**src/rtl/tlu_arb_pkg.sv**
```systemverilog
// Shared types and constants for the TLU readout arbiter: state encoding,
// bus register map, default version and the stall-abort limit.
package tlu_arb_pkg;

    typedef enum logic {
        IDLE = 1'b0,
        LOCK = 1'b1
    } arb_state_t;

    localparam int ADDR_RESET   = 0;
    localparam int ADDR_MASK    = 1;
    localparam int ADDR_STATUS  = 2;
    localparam int ADDR_PKT_LO  = 3;
    localparam int ADDR_PKT_HI  = 4;
    localparam int ADDR_TIMEOUT = 5;

    localparam int VERSION       = 1;
    localparam int TIMEOUT_LIMIT = 255;

endpackage

```
**src/rtl/tlu_rr_picker.sv**
```systemverilog
// Combinational round-robin picker: first candidate after 'last', wrapping,
// with 'last' itself checked last.
module tlu_rr_picker #(
    parameter int N_SRC = 2,
    parameter int IDX_W = (N_SRC > 1) ? $clog2(N_SRC) : 1
) (
    input  logic [N_SRC-1:0] candidates,
    input  logic [IDX_W-1:0] last,
    output logic             valid,
    output logic [IDX_W-1:0] index
);

    logic [IDX_W-1:0] pos;

    // Scan from the farthest offset down so the nearest candidate is written last and wins.
    always_comb begin
        valid = 1'b0;
        index = '0;
        pos   = '0;
        for (int k = N_SRC; k >= 1; k--) begin
            pos = IDX_W'((int'(last) + k) % N_SRC);
            if (candidates[pos]) begin
                valid = 1'b1;
                index = pos;
            end
        end
    end

endmodule

```
**src/rtl/tlu_readout_arbiter.sv**
```systemverilog
// Packet-aware round-robin arbiter feeding the host readout path from N_SRC FWFT sources.
// Define ARB_TIMEOUT_EN to abort packets whose source stalls for too long.
module tlu_readout_arbiter #(
    parameter int ABUSWIDTH = 16,
    parameter int N_SRC     = 2,
    parameter int PKT_WORDS = 8,
    parameter int VERSION   = tlu_arb_pkg::VERSION
) (
    input  logic                   BUS_CLK,
    input  logic                   RST,
    input  logic [N_SRC-1:0]       SRC_EMPTY,
    input  logic [16*N_SRC-1:0]    SRC_DATA,
    output logic [N_SRC-1:0]       SRC_READ,
    input  logic                   OUT_READ,
    output logic                   OUT_EMPTY,
    output logic [15:0]            OUT_DATA,
    input  logic [ABUSWIDTH-1:0]   BUS_ADD,
    input  logic [7:0]             BUS_DATA_IN,
    output logic [7:0]             BUS_DATA_OUT,
    input  logic                   BUS_WR,
    input  logic                   BUS_RD
);

    import tlu_arb_pkg::*;

    localparam int IDX_W = (N_SRC > 1) ? $clog2(N_SRC) : 1;

    arb_state_t       state, next_state;
    logic [IDX_W-1:0] grant, last, pick;
    logic             pick_valid;
    logic [7:0]       word_cnt;
    logic [N_SRC-1:0] enable;
    logic [15:0]      packet_cnt;
    logic [7:0]       timeout_rd;
    logic [7:0]       rd_data;
    logic             lock, pop, end_pkt, abort, rst_int;
    logic             unused_bus_bits;

    assign unused_bus_bits = ^BUS_DATA_IN;

    // A write to register 0 resets everything on the same edge as RST would.
    assign rst_int = RST | (BUS_WR && BUS_ADD == ABUSWIDTH'(ADDR_RESET));

    assign lock      = (state == LOCK);
    assign OUT_EMPTY = lock ? SRC_EMPTY[grant] : 1'b1;
    assign OUT_DATA  = lock ? SRC_DATA[{grant, 4'b0000} +: 16] : 16'h0000;
    assign pop       = lock & OUT_READ & ~SRC_EMPTY[grant];
    assign SRC_READ  = pop ? (N_SRC'(1) << grant) : '0;
    assign end_pkt   = pop && (word_cnt == 8'(PKT_WORDS - 1));

    tlu_rr_picker #(
        .N_SRC (N_SRC),
        .IDX_W (IDX_W)
    ) picker (
        .candidates (enable & ~SRC_EMPTY),
        .last       (last),
        .valid      (pick_valid),
        .index      (pick)
    );

    always_ff @(posedge BUS_CLK) begin
        if (rst_int) begin
            state <= IDLE;
        end else begin
            state <= next_state;
        end
    end

    always_comb begin
        next_state = state;
        case (state)
            IDLE:    if (pick_valid) next_state = LOCK;
            LOCK:    if (end_pkt || abort) next_state = IDLE;
            default: next_state = IDLE;
        endcase
    end

    always_ff @(posedge BUS_CLK) begin
        if (rst_int) begin
            grant      <= '0;
            last       <= IDX_W'(N_SRC - 1);
            word_cnt   <= 8'd0;
            packet_cnt <= 16'd0;
        end else begin
            if (state == IDLE && pick_valid) begin
                grant    <= pick;
                word_cnt <= 8'd0;
            end else if (pop) begin
                word_cnt <= word_cnt + 8'd1;
            end
            if (end_pkt || abort) last <= grant;
            if (end_pkt && packet_cnt != 16'hFFFF) packet_cnt <= packet_cnt + 16'd1;
        end
    end

`ifdef ARB_TIMEOUT_EN
    logic [7:0] stall_cnt;
    logic [7:0] timeout_cnt;

    assign abort      = lock && SRC_EMPTY[grant] && (stall_cnt == 8'(TIMEOUT_LIMIT));
    assign timeout_rd = timeout_cnt;

    // Stall count only advances while the granted source starves an open packet.
    always_ff @(posedge BUS_CLK) begin
        if (rst_int) begin
            stall_cnt   <= 8'd0;
            timeout_cnt <= 8'd0;
        end else begin
            if (!lock || pop || abort) stall_cnt <= 8'd0;
            else if (SRC_EMPTY[grant]) stall_cnt <= stall_cnt + 8'd1;
            if (abort && timeout_cnt != 8'hFF) timeout_cnt <= timeout_cnt + 8'd1;
        end
    end
`else
    assign abort      = 1'b0;
    assign timeout_rd = 8'h00;
`endif

    always_comb begin
        rd_data = 8'h00;
        if (BUS_ADD == ABUSWIDTH'(ADDR_RESET))        rd_data = 8'(VERSION);
        else if (BUS_ADD == ABUSWIDTH'(ADDR_MASK))    rd_data = 8'(enable);
        else if (BUS_ADD == ABUSWIDTH'(ADDR_STATUS))  rd_data = {lock, 4'b0000, 3'(grant)};
        else if (BUS_ADD == ABUSWIDTH'(ADDR_PKT_LO))  rd_data = packet_cnt[7:0];
        else if (BUS_ADD == ABUSWIDTH'(ADDR_PKT_HI))  rd_data = packet_cnt[15:8];
        else if (BUS_ADD == ABUSWIDTH'(ADDR_TIMEOUT)) rd_data = timeout_rd;
    end

    always_ff @(posedge BUS_CLK) begin
        if (rst_int) begin
            enable       <= '1;
            BUS_DATA_OUT <= 8'h00;
        end else begin
            if (BUS_WR && BUS_ADD == ABUSWIDTH'(ADDR_MASK)) enable <= BUS_DATA_IN[N_SRC-1:0];
            if (BUS_RD) BUS_DATA_OUT <= rd_data;
        end
    end

endmodule

```
**config.mk**
```make
export PLATFORM = sky130hd
export DESIGN_NAME = tlu_readout_arbiter
export DESIGN_NICKNAME = d
export VERILOG_FILES = /design/src/rtl/tlu_arb_pkg.sv /design/src/rtl/tlu_rr_picker.sv /design/src/rtl/tlu_readout_arbiter.sv
export SDC_FILE = /design/constraint.sdc
export NUM_CORES = 1
export LEC_CHECK = 0
export ABC_CLOCK_PERIOD_IN_PS = 1900
export BUFFER_PORTS_ARGS = -buffer_cell sky130_fd_sc_hd__buf_2
export CAP_MARGIN = 30
export CORE_MARGIN = 4
export CORE_UTILIZATION = 44
export DETAILED_ROUTE_END_ITERATION = 7
export HOLD_SLACK_MARGIN = 0.15
export PLACE_DENSITY = 0.76
export SYNTH_ARGS = -nofsm -noshare
export SYNTH_HDL_FRONTEND = slang
export SYNTH_SLANG_ARGS = --single-unit
```
**constraint.sdc**
```tcl
create_clock -name BUS_CLK -period 1.9 [get_ports BUS_CLK]
set_clock_uncertainty 0.05 [all_clocks]
set_input_delay 0.19 -clock BUS_CLK [delete_from_list [all_inputs] [get_ports BUS_CLK]]
set_output_delay 0.19 -clock BUS_CLK [all_outputs]
set_load 0.005 [all_outputs]
```
Word-level counts from Yosys, hierarchy flattened --
Index checks and enable logic that the tools add are counted.
Word-level totals: word-level logic and storage cells 57, input bits 63, register bits after elaboration 37
Cells by class: reduce and logical (&&, ||, !) cells 7, bitwise operators 7, $add $sub $neg 4, shifts and indexed selects 2, eq/ne operators 6, multiplexer cells 21, magnitude comparators 3
Operators by type and width (count):
- $mux W8 | 5
- $eq A16 B2 Y1 const B | 2
- $shiftx A32 B6 Y16 | 1
- $add A16 B1 Y16 const B | 1
- $eq A16 B1 Y1 const B | 1
- $eq A16 B3 Y1 const B | 1
- $logic_not A16 Y1 | 1
- $mux W16 | 1
- $ne A16 B16 Y1 const B | 1
- $mux W1 | 13
- $add A8 B1 Y8 const B | 1
- $eq A8 B3 Y1 const B | 1
- $lt A1 B2 Y1 const B | 3
- $logic_and A1 B1 Y1 | 5
- $add A1 B1 Y1 const B | 2
- $and A1 B1 Y1 | 2
- $and A2 B2 Y2 | 1
- $mux W2 | 1
- $not A1 Y1 | 2
- $not A2 Y2 | 1
- $pmux W1 S2 | 1
- $reduce_or A2 Y1 | 1
- $shl A1 B1 Y2 const A | 1
- $or A1 B1 Y1 | 1

Longest topological paths before layout --
depth in word-level cells 8, mapped depth 9, depth with buffers taken out 6

By module --
Synthesis repeated with hierarchy kept, for this count alone.
Second synthesis, totals: cells, all modules 272, area total of the unflattened synthesis 2279.7 sq um
Modules (own cells, without submodules):
- tlu_readout_arbiter | sequential area each 740.7 sq um, area an instance 2265.9 sq um, instances 1, cells an instance 270
- tlu_rr_picker | sequential area each 0.0 sq um, area an instance 13.8 sq um, instances 1, cells an instance 2

Least setup slack after synthesis --
Ideal clock, no wire load.
path type flip-flop to flip-flop, start point register word_cnt[3], end point register packet_cnt[10], setup time 0.070 ns, data required time 1.780 ns, arrival 1.814 ns, path slack -0.035 ns, cell stages (with the launch flop) 7, cells stage by stage dfxtp_1 or4_4 nor2_4 nand2_2 buf_6 or4_1 a21oi_1
On the way: word-level cells in the longest chain between the ends 3
RTL lines:
- start, declared | RTL line tlu_readout_arbiter.sv:31 | logic [7:0] word_cnt;
- start signal, assigned | RTL line tlu_readout_arbiter.sv:89 | word_cnt <= word_cnt + 8'd1;
- $eq A8 B3 Y1 | RTL line tlu_readout_arbiter.sv:49 | assign end_pkt = pop && (word_cnt == 8'(PKT_WORDS - 1));
- $logic_and A1 B1 Y1 | RTL line tlu_readout_arbiter.sv:49
- $logic_and A1 B1 Y1 | RTL line tlu_readout_arbiter.sv:92 | if (end_pkt && packet_cnt != 16'hFFFF) packet_cnt <= packet_cnt + 16'd1;
- end signal, assigned | RTL line tlu_readout_arbiter.sv:92
- end, declared | RTL line tlu_readout_arbiter.sv:33 | logic [15:0] packet_cnt;
No other way between the ends. A chain may end at the register's enable or synchronous reset.

Final worst setup path --
start point register word_cnt[7], end point register packet_cnt[5]
Same word-level chain as after synthesis.

==> reports/qor.tcl <==
set qor(crit_path_max_incr_delay_ns) 0.55
set qor(placement.io_buffers) 83
set qor(finalCritPeriodShare_pct) 102
set qor(count_of_max_cap_constraint_violations) 0
set qor(failed_checks) {negative setup slack}
set qor(wl_per_cell_um) 14.5
set qor(grt_antenna_before_repair) 0
set qor(cts_inserted_buffers) 5
set qor(detail_route.first_pass.iterations) 4
set qor(ys_seq_area_share_pct) 33.8
set qor(clk_pin_slew_worst_paths_ns) 0.08
set qor(ctsHtreeMaxLevel) 2
set qor(cpMaxStageDelayCell) {sky130_fd_sc_hd__or4_4}
set qor(worst_slew_pin_slew_ns) 0.400
set qor(mostFrequentLayoutCells) {83 x sky130_fd_sc_hd__buf_2, 37 x sky130_fd_sc_hd__buf_4, 35 x sky130_fd_sc_hd__dfxtp_1}
set qor(pin_count_of_the_biggest_net_entering_global_routing) 25
set qor(dp_hpwl_mm) 4.67
set qor(leakagePower_nw) 1.30
set qor(timing.setup.critical_path_class) {reg -> reg}
set qor(synth_cell_types) 46
set qor(syn_avg_cell_area_um2) 8.27
set qor(cell_area_after_technology_mapping_um2) 2190
set qor(run_status) {finished, violations left}
set qor(fp.dieW_um) 78.6
set qor(crit_path_end_kind) {flip-flop}
set qor(ctsLongestPathBuffers) 2
set qor(ys.flop_type) {sky130_fd_sc_hd__dfxtp_1}
set qor(syn_nets) 330
set qor(fp.coreArea_um2) 4790
set qor(vias) 2418
set qor(synth_enable_flop_cells) 0
set qor(slew_headroom_pct) 73.1
set qor(cell_breakdown_of_the_critical_path) {or4_4, nor2_4, buf_4, nand3_1, or4_1, a21oi_2}
set qor(wire_length_of_the_first_global_routing_pass_mm) 10.4
set qor(fin_ws_ns) -0.0320
set qor(irDropWorstVdd_mv) 0.363
set qor(yosys_register_bits) 37
set qor(clkLatencyLatePin_ns) 0.29
set qor(synth-warning-count) 0
set qor(data_arrival_time_of_the_worst_path_ns) 2.12
set qor(final.min_clock_period_ns) 1.93
set qor(final_design_area_no_fill_um2) 3130
set qor(tritoncts) {built}
set qor(global_route.overflow_total) 0
set qor(power_w) 0.00184
set qor(post_synth_inst_count) 265
set qor(setup_viol) 4
set qor(routabilityCongestion) 0.856
set qor(drc_errors) 0
set qor(initial_core_util_pct) 45.8
set qor(num_rows) 25
set qor(critical_path_peak_fanout) 4
set qor(antenna_violating_nets_post_route) 0
set qor(power_density_normalized_to_cell_area_nw_per_um2) 589
set qor(timing.final.hold_violations) 0
set qor(crit_required_ns) 2.09
set qor(clkSinkCount) 37
set qor(synth_async_sr_flop_share_pct) 0
set qor(layout-area-overhead-vs-synth_pct) 42.7
set qor(n_antenna_cell) 0
set qor(first_iter_violations) 133
set qor(max_freq_mhz) 518
set qor(crit_path_start_kind) {flip-flop}
set qor(holdCritPathClass) {in -> reg}
set qor(dpl-instance-area_um2) 2890
set qor(routed_via_density) 5.37
set qor(layout-drive-gt1-share_pct) 38.4
set qor(setup_repair_after_global_routing_missed_its_margin) {yes}
set qor(layout.filler_cells) 411
set qor(clk_root_buffer_cell) {sky130_fd_sc_hd__clkbuf_8}
set qor(layout.cells.most_common) {sky130_fd_sc_hd__buf_2}
set qor(slew_viol_final) 0
set qor(die_y_um) 78.6
set qor(via_count_of_the_first_global_routing_pass) 2315
set qor(drt_wl_total_mm) 6.51
set qor(dpl_worst_slack_ns) -0.0785
set qor(floorplan_die_area_um2) 6180
set qor(design.portCount) 90
set qor(timing.hold.ws_ns) 0.159
set qor(all_layer_gr_usage_pct) 20.5
set qor(nets) 447
power breakdown:
part	internal, W	switching [W]
sequential	0.000782	0.00000424
combinational	0.000126	0.000119
clock	0.000521	0.000289
cells by family after synthesis:
kind of cell,count (synthesis),share of synthesized area [%]
AND/OR/NAND/NOR,115,30.1
AO/OA/AOI/OAI,62,18.4
flip-flops,37,33.8
buffers and inverters,22,4.57
multiplexers,20,9.13
XOR/XNOR,7,2.80
adder cells (fa/ha/maj),2,1.14
final timing paths:
path,start,endpoint,slack [ns],depth (start not counted)
hold / removal,BUS_RD,BUS_DATA_OUT[0]$_SDFFE_PP0P_,0.16,2
hold reg to reg,BUS_DATA_OUT[2]$_SDFFE_PP0P_,BUS_DATA_OUT[2]$_SDFFE_PP0P_,0.42,1
setup reg to reg,word_cnt[7]$_SDFFE_PP0P_,packet_cnt[5]$_SDFFE_PP0P_,-0.03,6
setup / recovery,word_cnt[7]$_SDFFE_PP0P_,packet_cnt[5]$_SDFFE_PP0P_,-0.03,6
cell type report:
class / count / area (um^2) / share of cell area [%]
Multi-Input combinational cell: 206 / 1400 / 44.6
Timing Repair Buffer: 125 / 746 / 23.8
Sequential cell: 37 / 743 / 23.8
Tap cell: 67 / 83.8 / 2.68
Clock buffer: 5 / 68.8 / 2.20
Clock inverter: 3 / 65.1 / 2.08
Inverter: 7 / 26.3 / 0.840
sequential cells by signal (all words and copies together) (netlist names):
register	cells
BUS_DATA_OUT	8
enable	2
grant	1
last	1
lock	1
packet_cnt	16
word_cnt	8
worst max-delay path: cells and delay by family, from the launching register on:
kind,cells,cell delay [ns]
AO/OA/AOI/OAI,1,0.14
AND/OR/NAND/NOR,4,1.24
flip-flops,1,0.31
buffers and inverters,1,0.15
cells in the mapped netlist (all sizes together), types with 2 or more instances:
| master | count | area [um^2] |
|---|---|---|
| nor2 | 25 | 101 |
| or3 | 3 | 18.8 |
| a21oi | 22 | 110 |
| buf | 8 | 47.5 |
| or2 | 2 | 12.5 |
| xnor2 | 3 | 26.3 |
| or4 | 11 | 86.3 |
| nor3 | 5 | 25.0 |
| nand3 | 10 | 50.1 |
| clkbuf | 7 | 26.3 |
| nand2 | 13 | 51.3 |
| a22oi | 5 | 37.5 |
| o21ai | 9 | 45.0 |
| a211oi | 3 | 22.5 |
| nor4 | 6 | 52.6 |
| and2 | 2 | 12.5 |
| inv | 7 | 26.3 |
| and4 | 3 | 26.3 |
| nor2b | 17 | 106 |
| xor2 | 4 | 35.0 |
| o31ai | 10 | 75.1 |
| and3 | 2 | 12.5 |
| nand2b | 3 | 18.8 |
| mux2i | 20 | 200 |
| nor3b | 2 | 15.0 |
| o22ai | 2 | 12.5 |
| dfxtp | 37 | 741 |
| nand4 | 10 | 62.6 |
| o2bb2ai | 5 | 43.8 |
| ha | 2 | 25.0 |
routing by layer:
metal	part of all wire, %	global-route usage [%]	wire (um)
met5	0	0	0
met1	43	24.2	2770
met3	5.7	4.59	370
met4	1.4	7.69	88
met2	50	36.0	3290
through the flow:
stage / setup TNS (ns) / utilization (%) / std cells
finish: -0.0853 / 65.4 / 450
global route: -0.867 / 65.4 / 450
CTS: -0.0348 / 64.4 / 448
detailed placement: -0.351 / 60.4 / 435
global placement: -0.131 / 60.4 / 435
floorplan: -0.0489 / - / 265
what timing repair did:
action | 4_1_cts | 5_1_grt
gates resized for setup | 3 | 10
setup endpoints to repair | 9 | 18
pin swaps | 2 | 1
buffers inserted | 2 | 2
endpoints found under the hold margin | 2 | 0
hold buffers | 3 | 0
(Power assumes the default switching activity.)
